File: src/rtl/ex_muldiv_seq.sv
// ex_muldiv_seq: multi-cycle RV64M multiply/divide sequencer for the EX stage.
// A shift-add multiplier and a restoring divider share one 2*DATA_W accumulator
// and retire one bit per cycle. *W ops narrow the operands to 32 bits and
// sign-extend the 32-bit result.
// Optional build macro: MDU_EARLY_OUT_EN (multiply finishes once the remaining
// multiplier bits are zero; the result is unchanged).
module ex_muldiv_seq #(
  parameter int unsigned DATA_W = 64,
  parameter int unsigned CNT_W  = 7
) (
  input  logic              clk,
  input  logic              rst,
  input  logic              mdu_valid,
  output logic              mdu_ready,
  input  logic [2:0]        mdu_op,
  input  logic              inst_word,
  input  logic [DATA_W-1:0] mdu_src1,
  input  logic [DATA_W-1:0] mdu_src2,
  input  logic              mdu_flush,
  output logic              mdu_res_valid,
  input  logic              mdu_res_ready,
  output logic [DATA_W-1:0] mdu_res_data,
  output logic              mdu_busy
);
  localparam int unsigned AW = 2 * DATA_W;
  localparam int unsigned WW = 32;
  localparam logic [DATA_W-1:0] DMIN = {1'b1, {(DATA_W-1){1'b0}}};
  localparam logic [DATA_W-1:0] WMIN = {{(DATA_W-WW+1){1'b1}}, {(WW-1){1'b0}}};

  typedef enum logic [1:0] {IDLE, MUL, DIV, DONE} state_e;
  typedef enum logic [2:0] {
    OP_MUL, OP_MULH, OP_MULHSU, OP_MULHU, OP_DIV, OP_DIVU, OP_REM, OP_REMU
  } op_e;

  state_e            state_q, state_d;
  op_e               op_q, op_d;
  logic              word_q, word_d;
  logic              neg_q, neg_d;      // negate product / quotient
  logic              rneg_q, rneg_d;    // negate remainder
  logic [DATA_W-1:0] mcand_q, mcand_d;  // multiplicand or divisor magnitude
  logic [AW-1:0]     acc_q, acc_d;
  logic [CNT_W-1:0]  cnt_q, cnt_d;
  logic [DATA_W-1:0] res_q, res_d;

  logic              is_div, sgn_word, s1_sgn, s2_sgn, neg1, neg2, div_zero, ovf;
  logic [DATA_W-1:0] op1, op2, mag1, mag2;

  logic [CNT_W-1:0]  cnt_nxt;
  logic [DATA_W:0]   mul_sum, div_trial;
  logic [AW-1:0]     mul_acc, div_acc, prod, prod_s;
  logic [CNT_W:0]    sh;
  logic              mul_fin;
  logic [DATA_W-1:0] mul_res, quo, rmd, div_res;

  function automatic logic [DATA_W-1:0] wfix(input logic w, input logic [DATA_W-1:0] r);
    return w ? {{(DATA_W-WW){r[WW-1]}}, r[WW-1:0]} : r;
  endfunction

  assign mdu_ready     = (state_q == IDLE);
  assign mdu_res_valid = (state_q == DONE);
  assign mdu_busy      = (state_q != IDLE);
  assign mdu_res_data  = res_q;

  // Operand narrowing, sign detection, magnitudes and early-exit divide cases
  always_comb begin
    is_div   = mdu_op[2];
    sgn_word = !(is_div && mdu_op[0]);
    op1      = mdu_src1;
    op2      = mdu_src2;
    if (inst_word) begin
      op1 = sgn_word ? {{(DATA_W-WW){mdu_src1[WW-1]}}, mdu_src1[WW-1:0]}
                     : {{(DATA_W-WW){1'b0}}, mdu_src1[WW-1:0]};
      op2 = sgn_word ? {{(DATA_W-WW){mdu_src2[WW-1]}}, mdu_src2[WW-1:0]}
                     : {{(DATA_W-WW){1'b0}}, mdu_src2[WW-1:0]};
    end
    s1_sgn   = is_div ? !mdu_op[0] : (inst_word || (mdu_op[1:0] != 2'b11));
    s2_sgn   = is_div ? !mdu_op[0] : (inst_word || !mdu_op[1]);
    neg1     = s1_sgn && op1[DATA_W-1];
    neg2     = s2_sgn && op2[DATA_W-1];
    mag1     = neg1 ? -op1 : op1;
    mag2     = neg2 ? -op2 : op2;
    div_zero = (op2 == '0);
    ovf      = is_div && !mdu_op[0] && (op2 == '1) && (op1 == (inst_word ? WMIN : DMIN));
  end

  // Iteration datapath, result selection and next-state logic
  always_comb begin
    state_d = state_q;
    op_d    = op_q;
    word_d  = word_q;
    neg_d   = neg_q;
    rneg_d  = rneg_q;
    mcand_d = mcand_q;
    acc_d   = acc_q;
    cnt_d   = cnt_q;
    res_d   = res_q;

    cnt_nxt   = cnt_q - CNT_W'(1);
    // Multiply: acc = {partial product, unconsumed multiplier}, shifted right.
    mul_sum   = {1'b0, acc_q[AW-1:DATA_W]} + (acc_q[0] ? {1'b0, mcand_q} : '0);
    mul_acc   = {mul_sum, acc_q[DATA_W-1:1]};
    // Divide: acc = {partial remainder, dividend/quotient}, shifted left.
    div_trial = acc_q[AW-1:DATA_W-1] - {1'b0, mcand_q};
    div_acc   = div_trial[DATA_W] ? {acc_q[AW-2:0], 1'b0}
                                  : {div_trial[DATA_W-1:0], acc_q[DATA_W-2:0], 1'b1};
    // Word products finish 32 bits short of full alignment.
    sh        = word_q ? (CNT_W+1)'(WW) : '0;
`ifdef MDU_EARLY_OUT_EN
    // Remaining multiplier bits sit in acc[cnt_nxt-1:0]; once zero, the
    // product just needs the outstanding shifts applied.
    sh        = sh + {1'b0, cnt_nxt};
    mul_fin   = (mul_acc[DATA_W-1:0] & ~({DATA_W{1'b1}} << cnt_nxt)) == '0;
`else
    mul_fin   = (cnt_q == CNT_W'(1));
`endif
    prod      = mul_acc >> sh;
    prod_s    = neg_q ? -prod : prod;
    mul_res   = (!word_q && op_q != OP_MUL) ? prod_s[AW-1:DATA_W] : prod_s[DATA_W-1:0];
    quo       = neg_q  ? -div_acc[DATA_W-1:0]  : div_acc[DATA_W-1:0];
    rmd       = rneg_q ? -div_acc[AW-1:DATA_W] : div_acc[AW-1:DATA_W];
    div_res   = (op_q inside {OP_REM, OP_REMU}) ? rmd : quo;

    case (state_q)
      IDLE: begin
        if (mdu_valid && !mdu_flush) begin
          op_d   = op_e'(mdu_op);
          word_d = inst_word;
          cnt_d  = inst_word ? CNT_W'(WW) : CNT_W'(DATA_W);
          neg_d  = neg1 ^ neg2;
          rneg_d = neg1;
          if (is_div) begin
            if (div_zero) begin
              state_d = DONE;
              res_d   = wfix(inst_word, mdu_op[1] ? op1 : '1);
            end else if (ovf) begin
              state_d = DONE;
              res_d   = wfix(inst_word, mdu_op[1] ? '0 : op1);
            end else begin
              state_d = DIV;
              mcand_d = mag2;
              acc_d   = {{DATA_W{1'b0}},
                         inst_word ? {mag1[WW-1:0], {(DATA_W-WW){1'b0}}} : mag1};
            end
          end else begin
            state_d = MUL;
            mcand_d = mag1;
            acc_d   = {{DATA_W{1'b0}}, mag2};
`ifdef MDU_EARLY_OUT_EN
            if (mag2 == '0) begin
              state_d = DONE;
              res_d   = '0;
            end
`endif
          end
        end
      end
      MUL: begin
        if (mdu_flush) begin
          state_d = IDLE;
        end else begin
          acc_d = mul_acc;
          cnt_d = cnt_nxt;
          if (mul_fin) begin
            state_d = DONE;
            res_d   = wfix(word_q, mul_res);
          end
        end
      end
      DIV: begin
        if (mdu_flush) begin
          state_d = IDLE;
        end else begin
          acc_d = div_acc;
          cnt_d = cnt_nxt;
          if (cnt_q == CNT_W'(1)) begin
            state_d = DONE;
            res_d   = wfix(word_q, div_res);
          end
        end
      end
      DONE: begin
        if (mdu_flush || mdu_res_ready) state_d = IDLE;
      end
      default: state_d = IDLE;
    endcase
  end

  // State and datapath registers with synchronous reset
  always_ff @(posedge clk) begin
    if (rst) begin
      state_q <= IDLE;
      op_q    <= OP_MUL;
      word_q  <= 1'b0;
      neg_q   <= 1'b0;
      rneg_q  <= 1'b0;
      mcand_q <= '0;
      acc_q   <= '0;
      cnt_q   <= '0;
      res_q   <= '0;
    end else begin
      state_q <= state_d;
      op_q    <= op_d;
      word_q  <= word_d;
      neg_q   <= neg_d;
      rneg_q  <= rneg_d;
      mcand_q <= mcand_d;
      acc_q   <= acc_d;
      cnt_q   <= cnt_d;
      res_q   <= res_d;
    end
  end

endmodule

File: config.mk
export PLATFORM = sky130hd
export DESIGN_NAME = ex_muldiv_seq
export DESIGN_NICKNAME = d
export VERILOG_FILES = /design/src/rtl/ex_muldiv_seq.sv
export SDC_FILE = /design/constraint.sdc
export NUM_CORES = 2
export LEC_CHECK = 0
export CORE_ASPECT_RATIO = 0.6
export CORE_UTILIZATION = 35
export CTS_CLUSTER_DIAMETER = 50
export DETAILED_ROUTE_END_ITERATION = 10
export PLACE_DENSITY = 0.59
export SYNTH_ARGS = -nofsm -noshare
export SYNTH_HDL_FRONTEND = slang
export SYNTH_SLANG_ARGS = --single-unit
File: constraint.sdc
create_clock -name clk -period 18.9 [get_ports clk]
set_input_delay 1.89 -clock clk [delete_from_list [all_inputs] [get_ports clk]]
set_output_delay 1.89 -clock clk [all_outputs]
set_load 0.05 [all_outputs]
==> qor.txt <==
CTS resizes - 0
Final Hold Viols - 0
max-slew violations - 10
CP max stage delay - 0.98 ns
clock slew at reported path FFs - 0.06 ns
failing checks - capacitance limit, slew limit
busiest grt layer - met1
chip height - 264 microns
syn nets - 6437
met1 global-route usage - 68.1%
RSZ-0062 raised after global routing - false
Core ar. - 0.113 sq mm
fraction of the mapped netlist area in compound gates - 36.2%
Seq/Total Area, Yosys - 13.6%
Slowest-stage cell, CP - o31ai_1
gpl congestion - 1.12
Synthesis Warnings - 0
worst-skew pair later-pin latency - 0.66 ns
Post-Syn Instances - 6158
Post-Synth XOR/XNOR Area - 7.42%
vias in the first global route - 46800
endpoint class of the critical path - flop
CTS root buf - clkbuf_16
Global Route Usage Sum - 47.5%
placed insts - 7558
cts-stage hold buffer count - 0
Max Cap Violations - 3
CTS Buf Count - 47
simple-gate area share of the yosys netlist - 29.0%
setup ws final - 9.50 ns
Setup violations, final - 0
IO Pins - 204
FFs w/ async S/R, synth - 0%
initial antenna violation count - 29
hold path depth - 2
fin cells - 7661
fin crit share - 49.7%
post-route ant nets - 0
clk buf depth - 3
mux contribution to synthesized area - 2.43%
R2R depth - 26
Die Wd - 438 microns
DR vias/cell - 7.17
Detailed Route WL - 289 mm
fill count - 12100
critical path startpoint category - flop
WL/cell - 37.8 microns
DP Wirelength - 233 mm
setup tns final - 0 ns
GRT overflow - 0
Worst-Margin Slew - 1.55 ns
Netlist cell types - 115
Crit path arrival time - 9.94 ns
Hold Path Class - flop to flop
global-route wire length before repair - 390 mm
fin nets - 6384
skew final - 0.0483 ns
Highest Clock Rate - 106 MHz
adder-cell area share of the yosys netlist - 5.21%
M3 GR Usage - 29.2%
Critical Path RT - 19.44 ns
Total Power - 4860 uW
CTS tree - yes
r2r setup slk - 9.50 ns
relative slew slack - -3.57%
Pre-Repair DR Iteration Count - 7
hold_sp - mcand_q[62]
Initial DRC Count - 10600
port bufs - 203
area of the die - 0.116 sq mm
top_reg_cell synth - dfxtp_1
pre-CTS setup slack - 10.26 ns
met2 GRT Util - 54.3%
R2R Path End - mdu_res_data[58]
layout cells sized above 1 - 7.25%
largest net degree at the start of global routing - 140
hold path endpoint - mcand_q[62]
leakage - 0.0164 uW
Hold Slack - 0.452 ns
Crit Path Class - flop to flop
Vias - 55000
Post-synth EDFFs - 0
status - finished with violations
area grow syn2layout - 13.2%
Setup Fix Bufs, Post-CTS - 0
synthesized cell area - 0.0400 sq mm
initial core utilization - 35.5%
minimum clock period after layout - 9.40 ns
worst r2r src - acc_q[63]
Cell Pwr Density - 107 mW/mm^2
Mean Syn Cell Area - 6.49 sq um
# clock sinks - 271
H-tree depth - 2
maximum vdd drop - 0.0000822 V
largest family of logic cells by synthesized area - compound AO/OA/AOI/OAI gates
critical path fanouts, max - 43
Cell Rows - 95
Synth Register Bits - 271
drt drc - 0
-- synth_stat cells, types with 92 or more instances --
cell type    n  area share [%]
a211oi_1   135             2.5
a21oi_1    563             7.0
clkbuf_1   401             3.8
dfxtp_1    271              14
ha_1       140             4.4
inv_1      131             1.2
nand2_1    755             7.1
nand3_1    124             1.6
nand4_1     96             1.5
nor2_1     756             7.1
nor3_1     263             3.3
o211ai_1   102             1.9
o21ai_0    452             5.7
o31ai_1     92             1.7
xnor2_1    201             4.4
xor2_1     138             3.0
-- area by class of cell --
class | instances | area (sq um) | area share, %
Clock buffer | 49 | 1190 | 2.64
Inverter | 137 | 518 | 1.14
Clock inverter | 34 | 415 | 0.918
Tap cell | 1503 | 1880 | 4.16
Multi-Input combinational cell | 5260 | 32300 | 71.4
Timing Repair Buffer | 388 | 3450 | 7.63
Sequential cell | 271 | 5430 | 12.0
Antenna cell | 19 | 47.5 | 0.105
-- worst max-delay path, delay by kind of cell (launching register included) --
kind                       cells  cell delay, ns
adders and majority gates      3            1.09
buffers and inverters          4            1.20
and+or+nand+nor               10            3.00
AOI/OAI and AO/OA              8            3.18
xor gates and xnor gates       1            0.12
DFF                            1            0.64
-- report_power, final --
part	switching (uW)	leakage [uW]	internal, uW
combinational	2280	0.0134	805
sequential	173	0.00221	662
clock	404	0.000782	540
total	2860	0.0164	2010
-- routing by layer --
layer	part of all wire [%]	routed length [microns]
met5	0.20	580
met4	4.2	12200
met3	20	57100
met2	33	96600
met1	42	123000
-- layout by cell type (no fill, tap or decap), drive strengths merged, types with 30 or more instances in the layout --
cell,count
mux2i,70
o21ai,480
a22oi,92
nor3,264
o221ai,30
nand3,124
o41ai,37
or4,47
o211ai,106
and3,38
ha,140
clkdlybuf4s50,200
o21a,41
inv,147
dfxtp,271
a31oi,74
a221oi,85
a211oi,143
nand2,758
a21oi,568
clkbuf,50
nor2,757
nor4,84
a21o,49
and2,56
or2,31
xor2,138
xnor2,201
or3,91
buf,185
nand4,96
nand2b,37
o31ai,94
a2111oi,38
-- worst max-delay path by stage --
stage / from / endpoint / cells past startpoint
3_5_place_dp: inst_word / acc_q[7] / 17
4_1_cts: acc_q[63] / mdu_res_data[58] / 26
5_1_grt: acc_q[63] / mdu_res_data[58] / 26
6_report: acc_q[63] / mdu_res_data[58] / 26
3_3_place_gp: inst_word / acc_q[0] / 17
2_1_floorplan: acc_q[63] / mdu_res_data[58] / 28
-- kinds of logic (layout without fill, tap and decap cells) --
group                    after synthesis  count (layout)
XOR/XNOR                             339             339
buffers and inverters                627             608
adder cells (fa/ha/maj)              171             171
other                                  0              19
flip-flops                           271             271
AO/OA/AOI/OAI                       2175            2175
multiplexers                          94              94
AND/OR/NAND/NOR                     2481            2481
-- registers in the layout, indices dropped and copies added (netlist names) --
name / flops
acc_q: 128
mcand_q: 64
mdu_res_data: 64
cnt_q: 7
op_q: 3
state_q: 2
neg_q: 1
rneg_q: 1
word_q: 1
-- metrics by stage --
| stage | area [sq um] | util, % |
|---|---|---|
| final | 45300 | 40.2 |
| after global routing | 45200 | 40.2 |
| after CTS | 45200 | 40.2 |
| after detailed placement | 43600 | 38.7 |
| after global placement | 43600 | 38.7 |
| after floorplan | 40000 | - |
No activity file was read; power rests on OpenSTA's default activity.
